### src/rtl/mul_pkg.sv
// ----------------------------------------------------------------------------
// mul_pkg
// Shared definitions for the radix-4 Booth multiplier datapath:
//   - state_e       : sequencer states (IDLE, RUN, DONE)
//   - booth_digit_e : recoded radix-4 digit {0, +1, +2, -1, -2}
//   - booth_digit() : maps a 3-bit multiplier window to its digit
// ----------------------------------------------------------------------------
package mul_pkg;

  typedef enum logic [1:0] {
    ST_IDLE = 2'd0,
    ST_RUN  = 2'd1,
    ST_DONE = 2'd2
  } state_e;

  typedef enum logic [2:0] {
    DIG_ZERO = 3'd0,
    DIG_POS1 = 3'd1,
    DIG_POS2 = 3'd2,
    DIG_NEG1 = 3'd3,
    DIG_NEG2 = 3'd4
  } booth_digit_e;

  // Window is {b[2i+1], b[2i], b[2i-1]}; digit = -2*w[2] + w[1] + w[0].
  function automatic booth_digit_e booth_digit(input logic [2:0] window);
    booth_digit_e dig;
    case (window)
      3'b001, 3'b010: dig = DIG_POS1;
      3'b011:         dig = DIG_POS2;
      3'b100:         dig = DIG_NEG2;
      3'b101, 3'b110: dig = DIG_NEG1;
      default:        dig = DIG_ZERO;  // 000 and 111
    endcase
    return dig;
  endfunction

endpackage

### src/rtl/booth_recoder.sv
// ----------------------------------------------------------------------------
// booth_recoder
// Combinational radix-4 Booth recoder. Turns a 3-bit multiplier window into
// the three controls a partial-product selector needs.
//   window_i : {b[2i+1], b[2i], b[2i-1]}
//   sel2x_o  : use 2*M instead of M
//   negate_o : subtract the selected multiple instead of adding it
//   zero_o   : digit is zero, partial product is 0
// ----------------------------------------------------------------------------
module booth_recoder
  import mul_pkg::*;
(
  input  logic [2:0] window_i,
  output logic       sel2x_o,
  output logic       negate_o,
  output logic       zero_o
);

  booth_digit_e digit;

  assign digit = booth_digit(window_i);

  // NOTE: every output gets a default before the case; a path that leaves a
  // combinational output unassigned infers a latch.
  always_comb begin
    sel2x_o  = 1'b0;
    negate_o = 1'b0;
    zero_o   = 1'b0;
    case (digit)
      DIG_POS1: ;
      DIG_POS2: sel2x_o = 1'b1;
      DIG_NEG1: negate_o = 1'b1;
      DIG_NEG2: begin
        sel2x_o  = 1'b1;
        negate_o = 1'b1;
      end
      default:  zero_o = 1'b1;
    endcase
  end

endmodule

### src/rtl/booth_mul_seq.sv
// ----------------------------------------------------------------------------
// booth_mul_seq
// Sequential signed WIDTH x WIDTH multiplier, radix-4 Booth, one recoded
// digit per clock (WIDTH/2 RUN cycles). Result lands in the HI/LO pair.
//   Clock   : system clock, rising edge
//   Reset_n : asynchronous active-low reset
//   Start   : request a multiply (sampled only in IDLE)
//   A, B    : signed multiplicand / multiplier, latched on acceptance
//   Busy    : high during RUN
//   Done    : one-cycle pulse, Zhi/Zlo valid from this cycle
//   Zhi/Zlo : upper / lower half of the 2*WIDTH-bit signed product
// ----------------------------------------------------------------------------
module booth_mul_seq
  import mul_pkg::*;
#(
  parameter int WIDTH = 32,
  parameter int CNT_W = $clog2(WIDTH/2) + 1
) (
  input  logic             Clock,
  input  logic             Reset_n,
  input  logic             Start,
  input  logic [WIDTH-1:0] A,
  input  logic [WIDTH-1:0] B,
  output logic             Busy,
  output logic             Done,
  output logic [WIDTH-1:0] Zhi,
  output logic [WIDTH-1:0] Zlo
);

  localparam logic [CNT_W-1:0] LAST_CNT = CNT_W'(WIDTH/2 - 1);

  state_e             state_q, state_d;
  logic [CNT_W-1:0]   cnt_q,   cnt_d;
  logic [WIDTH+1:0]   m_q,     m_d;     // multiplicand, sign-extended by 2
  logic [WIDTH+1:0]   acc_q,   acc_d;   // high accumulator
  logic [WIDTH:0]     mq_q,    mq_d;    // multiplier / product-low, extra 0 LSB
  logic [WIDTH-1:0]   zhi_q,   zhi_d;
  logic [WIDTH-1:0]   zlo_q,   zlo_d;

  logic               sel2x, negate, zero;
  logic [WIDTH+1:0]   m_mult, pp, sum, acc_sh;
  logic [WIDTH:0]     mq_sh;

  booth_recoder u_recoder (
    .window_i (mq_q[2:0]),
    .sel2x_o  (sel2x),
    .negate_o (negate),
    .zero_o   (zero)
  );

  // WIDTH+2 bits hold +2^WIDTH, the largest magnitude (-2 * -2^(WIDTH-1)).
  assign m_mult = sel2x ? {m_q[WIDTH:0], 1'b0} : m_q;
  assign pp     = zero ? '0 : (negate ? -m_mult : m_mult);
  assign sum    = acc_q + pp;

  // Arithmetic right shift of the {acc, mq} pair by one radix-4 digit.
  assign acc_sh = {{2{sum[WIDTH+1]}}, sum[WIDTH+1:2]};
  assign mq_sh  = {sum[1:0], mq_q[WIDTH:2]};

  always_comb begin
    state_d = state_q;
    cnt_d   = cnt_q;
    m_d     = m_q;
    acc_d   = acc_q;
    mq_d    = mq_q;
    zhi_d   = zhi_q;
    zlo_d   = zlo_q;
    case (state_q)
      ST_IDLE: begin
        if (Start) begin
          m_d     = {{2{A[WIDTH-1]}}, A};
          mq_d    = {B, 1'b0};
          acc_d   = '0;
          cnt_d   = '0;
          state_d = ST_RUN;
        end
      end
      ST_RUN: begin
        acc_d = acc_sh;
        mq_d  = mq_sh;
        cnt_d = cnt_q + 1'b1;
        if (cnt_q == LAST_CNT) begin
          // Product bits [2*WIDTH:1] of the shifted pair.
          zhi_d   = acc_sh[WIDTH-1:0];
          zlo_d   = mq_sh[WIDTH:1];
          state_d = ST_DONE;
        end
      end
      ST_DONE: state_d = ST_IDLE;
      default: state_d = ST_IDLE;
    endcase
  end

  // NOTE: sequential state uses non-blocking assignments so every register
  // samples the pre-edge value of the others, independent of statement order.
  // NOTE: datapath registers are reset too, so an abandoned operation leaves
  // no stale operands or partial product behind.
  always_ff @(posedge Clock or negedge Reset_n) begin
    if (!Reset_n) begin
      state_q <= ST_IDLE;
      cnt_q   <= '0;
      m_q     <= '0;
      acc_q   <= '0;
      mq_q    <= '0;
      zhi_q   <= '0;
      zlo_q   <= '0;
    end else begin
      state_q <= state_d;
      cnt_q   <= cnt_d;
      m_q     <= m_d;
      acc_q   <= acc_d;
      mq_q    <= mq_d;
      zhi_q   <= zhi_d;
      zlo_q   <= zlo_d;
    end
  end

  assign Busy = (state_q == ST_RUN);
  assign Done = (state_q == ST_DONE);
  assign Zhi  = zhi_q;
  assign Zlo  = zlo_q;

endmodule

### config.mk
export PLATFORM = sky130hd
export DESIGN_NAME = booth_mul_seq
export DESIGN_NICKNAME = d
export VERILOG_FILES = /design/src/rtl/mul_pkg.sv /design/src/rtl/booth_recoder.sv /design/src/rtl/booth_mul_seq.sv
export SDC_FILE = /design/constraint.sdc
export NUM_CORES = 1
export LEC_CHECK = 0
export CAP_MARGIN = 20
export CORE_UTILIZATION = 40
export CTS_CLUSTER_SIZE = 10
export DETAILED_ROUTE_END_ITERATION = 10
export GPL_TIMING_DRIVEN = 0
export SETUP_SLACK_MARGIN = 0.5
export SYNTH_ARGS = -nofsm -noshare
export SYNTH_HDL_FRONTEND = slang
export SYNTH_SLANG_ARGS = --single-unit
### constraint.sdc
create_clock -name Clock -period 6.15 [get_ports Clock]
set_clock_uncertainty 0.1 [all_clocks]
set_input_delay 0.9225 -clock Clock [delete_from_list [all_inputs] [get_ports Clock]]
set_output_delay 0.9225 -clock Clock [all_outputs]
set_load 0.02 [all_outputs]
After elaboration in Yosys (flattened, before gate mapping)
Cells that the tools add are included.
W data, S select, Z words.

cells by class
  mux-type cells = 15
  equality and inequality tests = 15
  reduce and logical (&&, ||, !) cells = 11
  $add $sub $neg = 3

operators with widths
  cell                   count
  $mux W34               3
  $pmux W34 S2           1
  $pmux W33 S2           1
  $add A34 B34 Y34       1
  $neg A34 Y34           1
  $mux W33               1
  $mux W32               1
  $eq A3 B2 Y1 const B   4
  $eq A3 B3 Y1 const B   4
  $pmux W3 S4            1
  $pmux W5 S2            1
  $reduce_and A2 Y1      4
  $reduce_or A2 Y1       4
  $eq A3 B1 Y1 const B   2
  $add A5 B1 Y5 const B  1
  $eq A5 B4 Y1 const B   1
  $mux W5                1
  $mux W2                2
  $pmux W2 S2            1
  $reduce_or A4 Y1       1
  $eq A2 B1 Y1 const B   1
  $eq A2 B2 Y1 const B   1
  $logic_not A2 Y1       1
  $mux W1                2
  other kinds (3)        3

storage, ports and cells
  logic and storage cells = 51
  output and inout bits = 66
  register bits = 170

Longest topological paths before layout
Gate-level depths: netlist (run 1).

  depth in word-level cells = 12
  depth in mapped cells = 27
  gate-level depth less buffers = 23

Cells and area by module
A second synthesis (run 1) with hierarchy kept.

second synthesis, totals
  cell total of the unflattened synthesis = 1,100
  area, all modules = 10,351.2 µm²

by module, submodules not included
  module         cells an instance  seq. area each (µm²)  area each (µm²)  times used
  booth_mul_seq  1,094              4,204.0               10,314.9         1
  booth_recoder  6                  0.0                   36.3             1

Worst setup path after synthesis (run 1)
No wires, ideal clock.

  kind = flip-flop to flip-flop
  start = register mq_q[0]
  end = register acc_q[21]
  data arrival time = 6.331 ns
  slack = -0.403 ns
  clock period less this slack = 6.553 ns
  stages on the path, launching flop included = 28
  library setup time = 0.122 ns
  buffers on the path = 4
  cells stage by stage = dfrtp_1 > inv_1 > ha_1 > nand2b_1 > o221ai_1 > and2_1 > clkbuf_1 > clkbuf_1 > buf_2 > mux2i_1 > ha_1 > nand2b_1 > a311oi_1 > nand3_1 > o21ai_0 > xor2_1 > o21ai_0 > a32o_1 > ha_1 > clkbuf_1 > a21oi_1 > nor2_1 > a2111oi_0 > a21oi_1 > o21bai_1 > a21oi_1 > or3_1 > a32o_1

on the way
  longest elaborated chain between the ends = 12
  elaborated cells on any way between the ends = 24
  classes of those cells = 2 x add/sub; 10 x eq/ne; 7 x mux; 5 x reduce/logical

ends and longest elaborated chain
  item                                                 RTL line              text
  start: declaration                                   booth_mul_seq.sv:36   logic [WIDTH:0] mq_q, mq_d;
  start signal: assignment                             booth_mul_seq.sv:112  mq_q <= mq_d;
  $eq A3 B3 Y1, or another cell as far along           mul_pkg.sv:27         case (window)
  $reduce_or A2 Y1                                     mul_pkg.sv:27
  $pmux W3 S4 *                                        mul_pkg.sv:27
  $eq A3 B2 Y1 / $eq A3 B3 Y1 (equally long branches)  booth_recoder.sv:29   case (digit)
  $reduce_or A2 Y1 (no line)                           n/a
  $mux W1                                              booth_recoder.sv:29
  $mux W32                                             booth_mul_seq.sv:52   assign m_mult = sel2x ? {m_q[WIDTH:0], 1'b0} : m_q;
  $neg A34 Y34                                         booth_mul_seq.sv:53   assign pp = zero ? '0 : (negate ? -m_mult : m_mult);
  $mux W34                                             booth_mul_seq.sv:53
  $mux W34 *                                           booth_mul_seq.sv:53
  $add A34 B34 Y34 *                                   booth_mul_seq.sv:54   assign sum = acc_q + pp;
  $pmux W34 S2 *                                       booth_mul_seq.sv:68   case (state_q)
  end signal: assignment                               booth_mul_seq.sv:103  acc_q <= '0;
  end signal: assignment                               booth_mul_seq.sv:111  acc_q <= acc_d;
  end: declaration                                     booth_mul_seq.sv:35   logic [WIDTH+1:0] acc_q, acc_d;

Mark *: on every way between the ends. The rest lies on a longest branch, timed or not.
A chain may end at the register's enable or synchronous reset.

Worst setup path in the final report (run 1)
  start = register mq_q[1]
  end = register acc_q[21]

The elaborated chain is that of the path after synthesis.

==> flow_summary_export.csv, run 1 <==
group,metric,value,unit
status,status,"finished, final reports clean",
die,row_count,58,
synth,synth-edff-count,0,
route,route.detailed.drc,0,
finish,diodes,0,
worst_setup_path,cp-start-kind,"flop",
route,antenna_left,0,
sta,fmax,0.181,GHz
synth,ys_warn_count,0,
die,dieArea,26600,um^2
worst_setup_path,critPathMaxStageDelay,0.44,ns
synth,syn_area_per_cell,8.69,um^2
finish,multi_input_area,6230,um^2
clocking,clk_pin_slew_worst_paths,0.07,ns
finish,areaGrowthSynthToFinish,30.1,%
finish,regArea,4210,um^2
clocking,cts_max_path_buffers,2,
clocking,clock_latency,0.45,ns
synth,yosys-top-cells-count,"nand2_1 (216), dfrtp_1 (168), o21ai_0 (108)",
synth,synth_fa_ha_area_frac,0.0501,
die,die_h,163,um
worst_setup_path,cp_max_fo,5,
placed_design,dpl.hpwl,23.6,mm
die,ios,133,
sta,final_hold_viol_count,0,
grt,grt_usage,0.254,
synth,yosysMostFrequentCell,"nand2_1",
synth,syn_nets,1303,
worst_setup_path,arrival,5.76,ns
synth,synthArstFlopShare,1.00,
sta,finalMaxSlewViolations,0,
sta,fin_ws,0.622,ns
worst_setup_path,crit_type,"flop to flop",
worst_setup_path,slowest_stage,"dfrtp_2",
die,fp.dieW,163,um
route,wl_per_cell,19.0,um
sta,fin_tns_setup,0,ns
placed_design,gp_congestion,0.884,
synth,synth-seq-area-share,0.405,
placed_design,portBuffers,132,
synth,synthFlopType,"dfrtp_1",
synth,muxShareOfSynthArea,0.0575,
route,via_count,9693,
sta,slew_headroom,0.465,
route,wl_met3,2.10,mm
synth,yosysTopAreaCell,"dfrtp_1",
die,floorplan.initialDensity,0.410,
worst_setup_path,crit_required,6.38,ns
sta,finalCritPeriodShare,0.899,
finish,fillCellCount,2354,
synth,ys_types,72,
clocking,ctsHtreeMaxLevel,4,
grt,grt_pass1_wl,52.5,mm
sta,setup-violations-final,0,
sta,worstMarginPinSlew,0.803,ns
grt,grt-ovfl-total,0,
clocking,cts_num_sinks,168,
placed_design,dp_slack,-1.51,ns
worst_setup_path,r2r_setup_slack,0.62,ns
sta,rsz0062_at_grt,"yes",
sta,period_minus_slack,5.53,ns
synth,synth_top_area_frac,0.405,
synth,synthCells,1195,
finish,fin_nets,1484,
synth,synth_compound_area_frac,0.236,
grt,grt_pass1_vias,9537,
route,drt_iter0_markers,769,
run,max_cap_viol_count,0,
route,dr_wl_met2,15.1,mm
synth,synthSimpleGateAreaFrac,0.183,
die,core_area,25300,um^2
route,vias_per_cell,5.64,
route,routed.top_layer,"met4",
grt,grt_max_degree,114,
synth,synthXorXnorAreaFrac,0.0295,
route,first_pass_iters,5,
worst_setup_path,r2r_cells,26,
route,wl_met1,14.9,mm
finish,drive_above_1_share,0.139,
synth,synth_seq_cells,168,
synth,synth_top_family_by_area,"compound AO/OA/AOI/OAI gates",
clocking,clock-root-buffer,"clkbuf_16",
clocking,cts_tree,"done",
clocking,cts_buffers,17,
synth,synth.cell_area,10400,um^2
grt,antenna_found_initial,1,
route,wirelength,32.7,mm
worst_setup_path,worstSetupEndpointType,"flop",
min_path,hold_path_class,"input pin to async pin",
synth,synthTopCellsByArea,"dfrtp_1 (40%), nand2_1 (7.8%), o21ai_0 (5.2%)",
-- repair_timing --
item                       CTS  global route
buffers inserted            16            13
pin swaps                   21            38
setup endpoints to repair   54            42
hold buffers                 0             0
gates resized for setup     61            49
-- per-layer routing --
layer / vias up / GRT usage
met5: - / 0
li1: 4672 / -
met4: 0 / 0.0807
met1: 4705 / 0.349
met2: 277 / 0.399
met3: 39 / 0.0526
-- registers in the layout (all words and copies together) (netlist names) --
register,count
acc_q,32
state_q,2
m_q,32
Zhi,32
mq_q,33
cnt_q,5
Zlo,32
-- path summary, 6_finish.rpt --
path,endpoint,start
worst min register to register,Zlo[26],Zlo[26]
max in group asynchronous,mq_q[1],Reset_n
min in group Clock,Zlo[26],Zlo[26]
worst max register to register,acc_q[21],mq_q[1]
worst min-delay path,Zhi[22],Reset_n
worst max-delay path,acc_q[21],mq_q[1]
-- area by class of cell --
type,instances,share of cell area
clock buffer,17,0.0315
timing repair buffer,162,0.117
buffer,87,0.0323
clock inverter,15,0.0125
sequential,168,0.311
multi-input combinational,924,0.461
inverter,16,0.00444
tap,330,0.0305
-- cell families after synthesis --
| group | after synthesis |
|---|---|
| AO/OA/AOI/OAI | 385 |
| XOR/XNOR | 35 |
| adder cells (fa/ha/maj) | 41 |
| buffers and inverters | 103 |
| flip-flops | 168 |
| multiplexers | 55 |
| AND/OR/NAND/NOR | 408 |
-- metrics by stage --
stage | hold slack (ns) | instance area [um^2] | utilization | instances
6_report | 0.283 | 13500 | 0.534 | 1719
5_1_grt | 0.307 | 13500 | 0.534 | 1719
4_1_cts | 0.296 | 13200 | 0.522 | 1706
3_5_place_dp | 0.361 | 12200 | 0.483 | 1658
3_3_place_gp | 0.359 | 12200 | 0.482 | 1657
2_1_floorplan | 0.350 | 10500 | - | 1195
-- worst max-delay path: cells and delay by family, from the launching register on --
family,cells,cell delay (ns)
AOI/OAI and AO/OA,10,2.15
and+or+nand+nor,6,0.99
adders and majority gates,3,0.77
buffers and inverters,5,0.64
DFF,1,0.44
muxes,2,0.31
-- placed cells by master, fill, tap and decap left out, types with 7 or more instances in the layout --
| master | n |
|---|---|
| or3_1 | 7 |
| nor2_1 | 44 |
| a31oi_1 | 11 |
| xnor2_1 | 24 |
| nand3_1 | 19 |
| nand2_1 | 214 |
| buf_4 | 28 |
| inv_1 | 13 |
| a22oi_1 | 31 |
| dfrtp_1 | 167 |
| o21a_1 | 9 |
| mux2_2 | 37 |
| clkbuf_16 | 18 |
| nor2b_1 | 35 |
| clkdlybuf4s50_1 | 131 |
| clkbuf_1 | 63 |
| a21o_1 | 25 |
| o21ai_0 | 99 |
| o211ai_1 | 16 |
| buf_1 | 8 |
| ha_1 | 33 |
| o21bai_1 | 8 |
| a22o_1 | 11 |
| a211oi_1 | 15 |
| mux2i_1 | 17 |
| a21oi_1 | 85 |
| xor2_1 | 11 |
| nor3_1 | 16 |
| nor4_1 | 9 |
| a21oi_2 | 9 |
Power of run 1 is left out: the tool's default activity adds up to more than one toggle a clock period on the data nets, which glitch-free logic cannot reach.
==> run 2, diff against run 1 <==
Settings changed: DONT_BUFFER_PORTS from default to 1.
==> run 2 against run 1 <==
  * Register-to-register slack lost 0.09 ns
  * First-iteration DRC count grew 0.91%
  * Design area shrank 10%
  * Routed wire length shrank 3.3%
  * Non-clock buffer count shrank 136
  * Largest cell class unchanged
==> flow_summary_export.csv, run 2 (synthesized netlist as in run 1, its figures left out) <==
group,metric,value,unit
die,row_count,58,
route,via_count,9209,
sta,finalCritPeriodShare,0.913,
clocking,ctsHtreeMaxLevel,4,
worst_setup_path,crit_required,6.38,ns
route,wirelength,31.6,mm
worst_setup_path,cp_max_fo,7,
die,fp.dieW,163,um
sta,worstMarginPinSlew,0.796,ns
die,ios,133,
die,floorplan.initialDensity,0.410,
sta,rsz0062_at_grt,"yes",
worst_setup_path,worstSetupEndpointType,"flop",
die,dieArea,26600,um^2
worst_setup_path,cp-start-kind,"flop",
die,core_area,25300,um^2
grt,antenna_found_initial,2,
clocking,clock_latency,0.44,ns
finish,largest_reg_flops,33,
sta,whs,0.0733,ns
clocking,cts_num_sinks,168,
placed_design,dpl.hpwl,22.5,mm
route,antenna_left,0,
grt,grt_usage,0.245,
clocking,hold_buffers,0,
sta,fmax,0.178,GHz
sta,setup-violations-final,0,
sta,final_hold_viol_count,0,
sta,slew_headroom,0.465,
finish,fillCellCount,2423,
sta,fin_tns_setup,0,ns
worst_setup_path,crit_type,"flop to flop",
route,wl_per_cell,20.0,um
sta,period_minus_slack,5.62,ns
status,status,"finished, final reports clean",
route,first_pass_iters,5,
sta,finalMaxSlewViolations,0,
grt,grt_pass1_wl,50.7,mm
grt,grt_max_degree,169,
run,max_cap_viol_count,0,
min_path,hold_path_class,"input pin to async pin",
finish,largest-register,"mq_q",
clocking,clock-root-buffer,"clkbuf_16",
worst_setup_path,arrival,5.85,ns
die,die_h,163,um
clocking,clk_pin_slew_worst_paths,0.08,ns
finish,areaGrowthSynthToFinish,17.1,%
grt,grt-ovfl-total,0,
finish,drive_above_1_share,0.152,
clocking,cts_tree,"done",
placed_design,gp_congestion,0.912,
finish,final_cell_mix,"nand2_1 (214), dfrtp_1 (166), o21ai_0 (99)",
finish,layout_commonest_cell,"nand2_1",
route,route.detailed.drc,0,
grt,grt_pass1_vias,9095,
placed_design,portBuffers,0,
clocking,cts_max_path_buffers,2,
route,vias_per_cell,5.81,
clocking,cts_buffers,17,
route,drt_iter0_markers,776,
finish,fin_nets,1348,
[run 2: changes by cell type in the layout (fill, tap and decap cells not counted), moves of 3 or more]
cell             previous run  this run
buf_4                      28        24
clkdlybuf4s50_1           131         0
clkinv_8                    4         8
inv_12                      0         3
inv_8                       5         1
nor3_2                      4         1
[run 2: final timing paths]
kind / cells past startpoint / startpoint / slack (ns) / end
max in group asynchronous: 0 / Reset_n / 5.50 / mq_q[0]
worst min-delay path: 0 / Reset_n / 0.07 / Zhi[13]
min in group Clock: 2 / cnt_q[4] / 0.39 / cnt_q[4]
worst min register to register: 2 / cnt_q[4] / 0.39 / cnt_q[4]
worst max-delay path: 27 / mq_q[1] / 0.53 / acc_q[21]
worst max register to register: 27 / mq_q[1] / 0.53 / acc_q[21]
[run 2: timing repair]
item | 4_1_cts | 5_1_grt
resized for setup | 60 | 49
setup endpoints to repair | 53 | 44
pin swaps | 23 | 28
cloned | 0 | 0
buffers inserted | 17 | 9
[run 2: through the flow]
| step | instances | util | setup WS, ns | cell area [um^2] |
|---|---|---|---|---|
| after floorplan | 1195 | - | 0.532 | 10500 |
| after global placement | 1525 | 0.430 | -1.20 | 10900 |
| after detailed placement | 1525 | 0.430 | -1.20 | 10900 |
| after CTS | 1574 | 0.470 | 0.456 | 11900 |
| after global routing | 1583 | 0.480 | 0.364 | 12200 |
| final | 1584 | 0.480 | 0.535 | 12200 |
[run 2: area by class of cell]
class,count,area [um^2],area share
flip-flops and latches,168,4210,0.346
multi-input cells,924,6190,0.509
plain buffers,87,439,0.0361
inverters,16,65.1,0.00535
clock buffers,17,425,0.0350
clock inverters,15,216,0.0178
repair buffers,26,206,0.0170
well taps,330,413,0.0339
diodes,1,2.50,0.000206
[run 2: metal layers]
layer  vias up  share of wire  track usage
met3        49          0.081       0.0622
met1      4427           0.44        0.330
met4         2          0.023       0.0803
met2       335           0.45        0.380
met5         -        0.00032            0
li1       4396              -            -
[run 2: worst max-delay path: stages (launching register included)]
cell and delay, ns:
dfrtp_2 0.45, inv_4 0.07, ha_4 0.17, nand2b_4 0.14, o221ai_4 0.23, and2_4 0.21, buf_8 0.09, clkbuf_16 0.12
buf_12 0.10, mux2i_4 0.25, ha_4 0.18, nand2b_4 0.06, a311oi_4 0.23, buf_4 0.18, nand2_2 0.09, nor2_2 0.17
o21ai_2 0.08, a2111oi_4 0.44, ha_1 0.33, buf_8 0.15, a211oi_2 0.18, o211ai_1 0.18, o21ai_2 0.26, a21oi_2 0.12
o21bai_4 0.21, a21oi_2 0.09, or3_4 0.37, a32o_1 0.26
Power of run 2 is left out for the same reason.
==> run 3, diff against run 2 <==
Settings changed: CTS_CLUSTER_SIZE 10 to 12, SLEW_MARGIN from default to 25.
==> results of run 3 <==
Final layout, timing and power as in run 2 (identical DEF).
Power of run 3 is left out for the same reason.
